### config.mk
export PLATFORM = sky130hd
export DESIGN_NAME = reg_read_stage
export DESIGN_NICKNAME = d
export VERILOG_FILES = /design/src/rtl/pipe_pkg.sv /design/src/rtl/regfile_2r1w.sv /design/src/rtl/reg_read_stage.sv
export SDC_FILE = /design/constraint.sdc
export NUM_CORES = 2
export LEC_CHECK = 0
export BUFFER_PORTS_ARGS = -buffer_cell sky130_fd_sc_hd__buf_2
export CELL_PAD_IN_SITES_DETAIL_PLACEMENT = 1
export CELL_PAD_IN_SITES_GLOBAL_PLACEMENT = 2
export CORE_ASPECT_RATIO = 0.5
export CORE_MARGIN = 10
export CORE_UTILIZATION = 51
export CTS_BUF_LIST = sky130_fd_sc_hd__clkbuf_8
export DETAILED_ROUTE_END_ITERATION = 8
export HOLD_SLACK_MARGIN = 0.05
export MAX_ROUTING_LAYER = met4
export PLACE_DENSITY = 0.95
export SETUP_SLACK_MARGIN = 0.1
export SLEW_MARGIN = 0
export SYNTH_ARGS = -nofsm -noshare
export SYNTH_HDL_FRONTEND = slang
export SYNTH_SLANG_ARGS = --single-unit
### constraint.sdc
create_clock -name clk_46 -period 3.7 [get_ports clk_46]
set_clock_uncertainty 0.15 [all_clocks]
set_input_delay 0.185 -clock clk_46 [delete_from_list [all_inputs] [get_ports clk_46]]
set_output_delay 0.185 -clock clk_46 [all_outputs]
set_load 0.01 [all_outputs]
### src/rtl/pipe_pkg.sv
// Shared pipeline definitions: opcodes, register indices, scoreboard slot
// and the architectural reset image of the register file.
package pipe_pkg;

  typedef enum logic [5:0] {
    CALL = 6'b000001,
    ADDI = 6'b000100,
    STW  = 6'b010101,
    BLT  = 6'b010110,
    LDW  = 6'b010111,
    SUBI = 6'b011111,
    MUL  = 6'b100111,
    ADD  = 6'b110001,
    NOPE = 6'b111111
  } opcode_e;

  localparam logic [5:0] R0  = 6'd0,  R1  = 6'd1,  R2  = 6'd2,  R3  = 6'd3;
  localparam logic [5:0] R4  = 6'd4,  R5  = 6'd5,  R6  = 6'd6,  R7  = 6'd7;
  localparam logic [5:0] R8  = 6'd8,  R9  = 6'd9,  R10 = 6'd10, R11 = 6'd11;
  localparam logic [5:0] R12 = 6'd12, R13 = 6'd13, R14 = 6'd14, R15 = 6'd15;
  localparam logic [5:0] R16 = 6'd16, R17 = 6'd17, R18 = 6'd18, R19 = 6'd19;
  localparam logic [5:0] R20 = 6'd20, R21 = 6'd21, R22 = 6'd22, R23 = 6'd23;
  localparam logic [5:0] R24 = 6'd24, R25 = 6'd25, R26 = 6'd26, R27 = 6'd27;
  localparam logic [5:0] R28 = 6'd28, R29 = 6'd29, R30 = 6'd30, R31 = 6'd31;

  typedef struct packed {
    logic       valid;
    logic [5:0] wreg;
  } sb_slot_t;

  function automatic logic [31:0] reg_reset_value(input logic [5:0] idx);
    case (idx)
      R4:      return 32'd3;
      R29:     return 32'h51;
      R30:     return 32'd150;
      R31:     return 32'd190;
      default: return '0;
    endcase
  endfunction

endpackage

### src/rtl/regfile_2r1w.sv
// Architectural register file: two combinational read ports with
// same-cycle write-back bypass, one write port, fixed reset image.
module regfile_2r1w
  import pipe_pkg::*;
#(
  parameter int unsigned NREGS = 32,
  parameter int unsigned DW    = 32
) (
  input  logic          clk_i,
  input  logic          rst_ni,
  input  logic [5:0]    ra_idx_i,
  output logic [DW-1:0] ra_data_o,
  input  logic [5:0]    rb_idx_i,
  output logic [DW-1:0] rb_data_o,
  input  logic          we_i,
  input  logic [5:0]    wa_i,
  input  logic [DW-1:0] wd_i
);

  localparam int unsigned AW = $clog2(NREGS);

  logic [DW-1:0] mem_q [NREGS];
  logic          wr_ok;

  assign wr_ok = we_i && (32'(wa_i) < NREGS);

  always_ff @(posedge clk_i or negedge rst_ni) begin
    if (!rst_ni) begin
      for (int unsigned i = 0; i < NREGS; i++) begin
        mem_q[i] <= DW'(reg_reset_value(6'(i)));
      end
    end else if (wr_ok) begin
      mem_q[wa_i[AW-1:0]] <= wd_i;
    end
  end

  // Out-of-range indices read as zero and never hit the bypass.
  assign ra_data_o = (32'(ra_idx_i) >= NREGS) ? '0 :
                     (wr_ok && (wa_i == ra_idx_i)) ? wd_i : mem_q[ra_idx_i[AW-1:0]];
  assign rb_data_o = (32'(rb_idx_i) >= NREGS) ? '0 :
                     (wr_ok && (wa_i == rb_idx_i)) ? wd_i : mem_q[rb_idx_i[AW-1:0]];

endmodule

### src/rtl/reg_read_stage.sv
// Decode-side register read stage: operand fetch, RAW scoreboard stall,
// and the registered ID/EX pipeline register.
module reg_read_stage
  import pipe_pkg::*;
#(
  parameter int unsigned NREGS = 32,
  parameter int unsigned DW    = 32,
  parameter int unsigned IMMW  = 16
) (
  input  logic            clk_46,
  input  logic            rst_46,
  input  logic            in_valid_46,
  input  logic [5:0]      opcode_46,
  input  logic [5:0]      src_reg_46,
  input  logic [5:0]      dest_reg_46,
  input  logic [5:0]      targ_reg_46,
  input  logic [IMMW-1:0] imm_46,
  output logic            stall_46,
  input  logic            flush_46,
  input  logic            wb_en_46,
  input  logic [5:0]      wb_reg_46,
  input  logic [DW-1:0]   wb_data_46,
  output logic            ex_valid_46,
  output logic [5:0]      ex_opcode_46,
  output logic            ex_wen_46,
  output logic [5:0]      ex_wreg_46,
  output logic [DW-1:0]   ex_opa_46,
  output logic [DW-1:0]   ex_opb_46,
  output logic [DW-1:0]   ex_imm_46
);

  logic            use_a, use_b, dec_wen, dec_ok;
  logic [5:0]      dec_wreg;
  logic [DW-1:0]   rd_a, rd_b;
  logic            hz_a, hz_b, issue;
  sb_slot_t        sb_ex_q, sb_ex_d, sb_mem_q;

  logic            ex_valid_q, ex_wen_q;
  logic [5:0]      ex_opcode_q, ex_wreg_q;
  logic [DW-1:0]   ex_opa_q, ex_opb_q, ex_imm_q;

  regfile_2r1w #(.NREGS(NREGS), .DW(DW)) u_rf (
    .clk_i     (clk_46),
    .rst_ni    (rst_46),
    .ra_idx_i  (src_reg_46),
    .ra_data_o (rd_a),
    .rb_idx_i  (dest_reg_46),
    .rb_data_o (rd_b),
    .we_i      (wb_en_46),
    .wa_i      (wb_reg_46),
    .wd_i      (wb_data_46)
  );

  always_comb begin
    use_a    = 1'b0;
    use_b    = 1'b0;
    dec_wen  = 1'b0;
    dec_wreg = '0;
    dec_ok   = 1'b1;
    case (opcode_46)
      ADD, MUL:        begin use_a = 1'b1; use_b = 1'b1; dec_wen = 1'b1; dec_wreg = targ_reg_46; end
      ADDI, SUBI, LDW: begin use_a = 1'b1; dec_wen = 1'b1; dec_wreg = dest_reg_46; end
      STW, BLT:        begin use_a = 1'b1; use_b = 1'b1; end
      CALL:            begin dec_wen = 1'b1; dec_wreg = R31; end
      default:         dec_ok = 1'b0;
    endcase
  end

  function automatic logic pending(input logic [5:0] idx, input sb_slot_t s0, input sb_slot_t s1);
    return (32'(idx) < NREGS) && ((s0.valid && (s0.wreg == idx)) || (s1.valid && (s1.wreg == idx)));
  endfunction

  assign hz_a     = use_a && pending(src_reg_46, sb_ex_q, sb_mem_q);
  assign hz_b     = use_b && pending(dest_reg_46, sb_ex_q, sb_mem_q);
  assign stall_46 = in_valid_46 && !flush_46 && (hz_a || hz_b);
  assign issue    = in_valid_46 && !flush_46 && !stall_46 && dec_ok;

  always_comb begin
    sb_ex_d = '0;
    if (issue && dec_wen) sb_ex_d = '{valid: 1'b1, wreg: dec_wreg};
  end

  // Every non-issue cycle (stall, flush, idle, undefined opcode) loads a clean bubble.
  always_ff @(posedge clk_46 or negedge rst_46) begin
    if (!rst_46) begin
      sb_ex_q     <= '0;
      sb_mem_q    <= '0;
      ex_valid_q  <= 1'b0;
      ex_opcode_q <= NOPE;
      ex_wen_q    <= 1'b0;
      ex_wreg_q   <= '0;
      ex_opa_q    <= '0;
      ex_opb_q    <= '0;
      ex_imm_q    <= '0;
    end else begin
      sb_mem_q   <= sb_ex_q;
      sb_ex_q    <= sb_ex_d;
      ex_valid_q <= issue;
      if (issue) begin
        ex_opcode_q <= opcode_46;
        ex_wen_q    <= dec_wen;
        ex_wreg_q   <= dec_wreg;
        ex_opa_q    <= use_a ? rd_a : '0;
        ex_opb_q    <= use_b ? rd_b : '0;
        ex_imm_q    <= {{(DW-IMMW){imm_46[IMMW-1]}}, imm_46};
      end else begin
        ex_opcode_q <= NOPE;
        ex_wen_q    <= 1'b0;
        ex_wreg_q   <= '0;
        ex_opa_q    <= '0;
        ex_opb_q    <= '0;
        ex_imm_q    <= '0;
      end
    end
  end

  assign ex_valid_46  = ex_valid_q;
  assign ex_opcode_46 = ex_opcode_q;
  assign ex_wen_46    = ex_wen_q;
  assign ex_wreg_46   = ex_wreg_q;
  assign ex_opa_46    = ex_opa_q;
  assign ex_opb_46    = ex_opb_q;
  assign ex_imm_46    = ex_imm_q;

endmodule
==> metrics.txt <==
status completed; crit path to ex_opa_46[10]$_DFF_PN0_; Worst setup EP type flop; Max stage delay on crit path 0.62 ns; IO Port Bufs 193; Min Hold Slack 0.0938 ns; top-count cell post-synth dfrtp_1; Setup TNS 0 ns; Yosys reg bits 1131; DIE AREA 0.129 mm²; WL per Instance 38.5 µm; vias 42.7k; Syn Inst Count 3919; fin. max-slew vios 0; Initial Util 51.5%; r2r worst-path depth 7; global-route wire length before repair 324000 µm; initial antenna violation count 13; Top Usage Layer GRT met2; final wirelength 222000 µm; gp weighted congestion 0.851; final period utilization 94.5%; Root Buffer clkbuf_8; vias in the first global route 46.3k; Critical R2R Capture ex_opa_46[15]$_DFF_PN0_; crit path kind input pin to flop; Antenna Nets Post-Route 0; syn nets 4002; power after layout 31.4 mW; fill count 10.3k; Post-synth top cells dfrtp_1 (1110), mux2_2 (1034), mux4_2 (512); flop-to-flop setup slack 0.43 ns; htree depth 4; overall routing resource usage 34.9%; final net count 4208; CP Launch Type input pin; Max-slew headroom 11.2%; # DRC 0; CTS tree yes; Hold Crit Class input pin to flop; slowest CP cell dlygate4sd3_1; Netlist cell types 57; Hold Vio Cnt, Final 0; routing usage on met2 52.0%; Critical Path RT 4.36 ns; PnR worst setup slack 0.205 ns; reg-to-reg startpoint sb_ex_q[5]$_DFF_PN0_; Die Span Y 259 µm; RSZ-0062 raised after global routing no; delay-heaviest family, CP buffers and inverters; WP depth 10; FP Rows 87; total gr overflow 0; final setup fails 0; Async SR Flop Fraction 100%; Leak 29.9 nW; CP most frequent cell dlygate4sd3_1; via/cell ratio 7.39; fraction of layout instances using a drive strength above 1 52.2%; Synth area leader dfrtp_1; DR iter-0 viols 5735; Mapped Area 0.0583 mm²; syn avg cell area 14.9 µm²; Max Cap Viol 0; chip width 498 µm; Post-synth EDFFs 0; worst path cell trace dlygate4sd3_1 -> buf_2 -> xnor2_1 -> nand3_1 -> or3_2 -> buf_4 -> o22ai_1 -> dlygate4sd3_1 -> nor3_1 -> dlygate4sd3_1; Pwr per Cell Area 475 mW/mm²; core box area 0.113 mm²; clock slew at reported path FFs 0.07 ns; worst vdd ir 0.000422 V; Post-DP HPWL 124000 µm; Synth Warn # 0; Clock Sinks 1131; Worst-Skew Late Latency 0.93 ns; Pre-Repair DR Iteration Count 8; crit path time final 3.49 ns; GRT met1 Usage 41.0%; Main synth FF type dfrtp_1; Crit Path Max Fanout 32; pin count of the biggest net entering global routing 96; Critical Path AT 4.16 ns; buffer and inverter count on the worst path 5; Syn-to-layout area delta 13.6%; dpl ws 0.672 ns; crit path launch src_reg_46[3]; CTS Buf Count 167; register area share after synthesis 48.6%; largest cells by area after synthesis dfrtp_1 (48%), mux2_2 (20%), mux4_2 (20%), a22oi_1 (2.9%), clkbuf_1 (1.8%); # IOs 194; Slew @ Worst Pin 1.33 ns; post-synth top area share 47.7%; Max Root-Sink Buffers 3; M3 GR Usage 11.2%; max frequency 286 MHz
[state kept, by name, summed over array words and instances, names as in the netlist]
signal / cells
u_rf.mem_q: 1024
ex_wreg_46: 6
ex_opb_46: 32
sb_ex_q: 6
ex_valid_46: 1
ex_imm_46: 16
ex_opcode_46: 6
ex_opa_46: 32
ex_wen_46: 1
sb_mem_q: 7
[where the power goes]
group          internal, mW  switching, mW
clock                  5.30           5.36
sequential             13.9           1.36
combinational          3.01           2.53
total                  22.2           9.25
[per-stage QoR]
stage	util [%]	area, µm²	instances
3_5_place_dp	54.3	61400	5330
2_1_floorplan	-	58300	3919
4_1_cts	58.5	66100	5766
5_1_grt	58.5	66200	5776
3_3_place_gp	54.3	61400	5330
6_report	58.5	66200	5779
[worst register-to-register path, stage by stage, from the launching register on]
cell and delay (ns):
dfrtp_1 0.44, xnor2_1 0.24, nand3_1 0.13, o22a_1 0.30
o2111ai_4 0.81, buf_4 0.43, nor3_1 0.11, dlygate4sd3_1 0.56
[final cells by class]
class | instances | area (µm²) | share of cell area [%]
clock buffers | 212 | 2920 | 4.41
multi-input cells | 2331 | 28400 | 42.9
flip-flops and latches | 1131 | 28300 | 42.8
repair buffers | 475 | 4100 | 6.19
well taps | 1513 | 1890 | 2.86
clock inverters | 88 | 454 | 0.686
diodes | 10 | 25.0 | 0.0378
inverters | 19 | 71.3 | 0.108
[cells in the final DEF, fill, tap and decap left out, types with 70 or more instances in the layout]
cell           synthesis  routed
a22oi_1              228     228
buf_2                 48     186
buf_4                 16      98
clkbuf_8               0     213
dfrtp_1             1110    1110
dlygate4sd3_1          0     135
inv_1                 19      71
mux2_2              1034    1034
mux4_2               512     512
nand2_1              116     100
nor2_1                97      77
nor3_1                70      70
[how the worst min path moves through the flow]
stage | start | endpoint | slack (ns) | cells past startpoint
after floorplan | rst_46 | ex_imm_46[0]$_DFF_PN0_ | -0.26 | 0
after global placement | rst_46 | u_rf.mem_q[786]$_DFFE_PN0P_ | 0.19 | 1
after detailed placement | rst_46 | u_rf.mem_q[786]$_DFFE_PN0P_ | 0.20 | 1
after CTS | targ_reg_46[0] | ex_wreg_46[0]$_DFF_PN0_ | 0.06 | 4
after global routing | dest_reg_46[1] | ex_opb_46[10]$_DFF_PN0_ | 0.13 | 4
final | dest_reg_46[1] | ex_opb_46[10]$_DFF_PN0_ | 0.09 | 4
[logic make-up after synthesis]
logic type      after synthesis  synth area share, %
simple gates                400                 3.31
compound gates              331                 4.26
flops                      1131                 48.6
xor+xnor                     35                0.526
buf+inv                     457                 3.20
mux                        1565                 40.1
[layer usage]
metal	up-vias	wire (µm)
met4	0	15500
li1	15500	-
met5	-	0
met1	22700	78600
met3	1041	26200
met2	3363	102000
[timing repair]
item	CTS	global route
resized for setup	0	1
hold buffers	136	0
setup buffers	0	3
setup endpoints to repair	0	1
hold endpoints to repair	2226	0
Power figures use the tool's default switching activity.
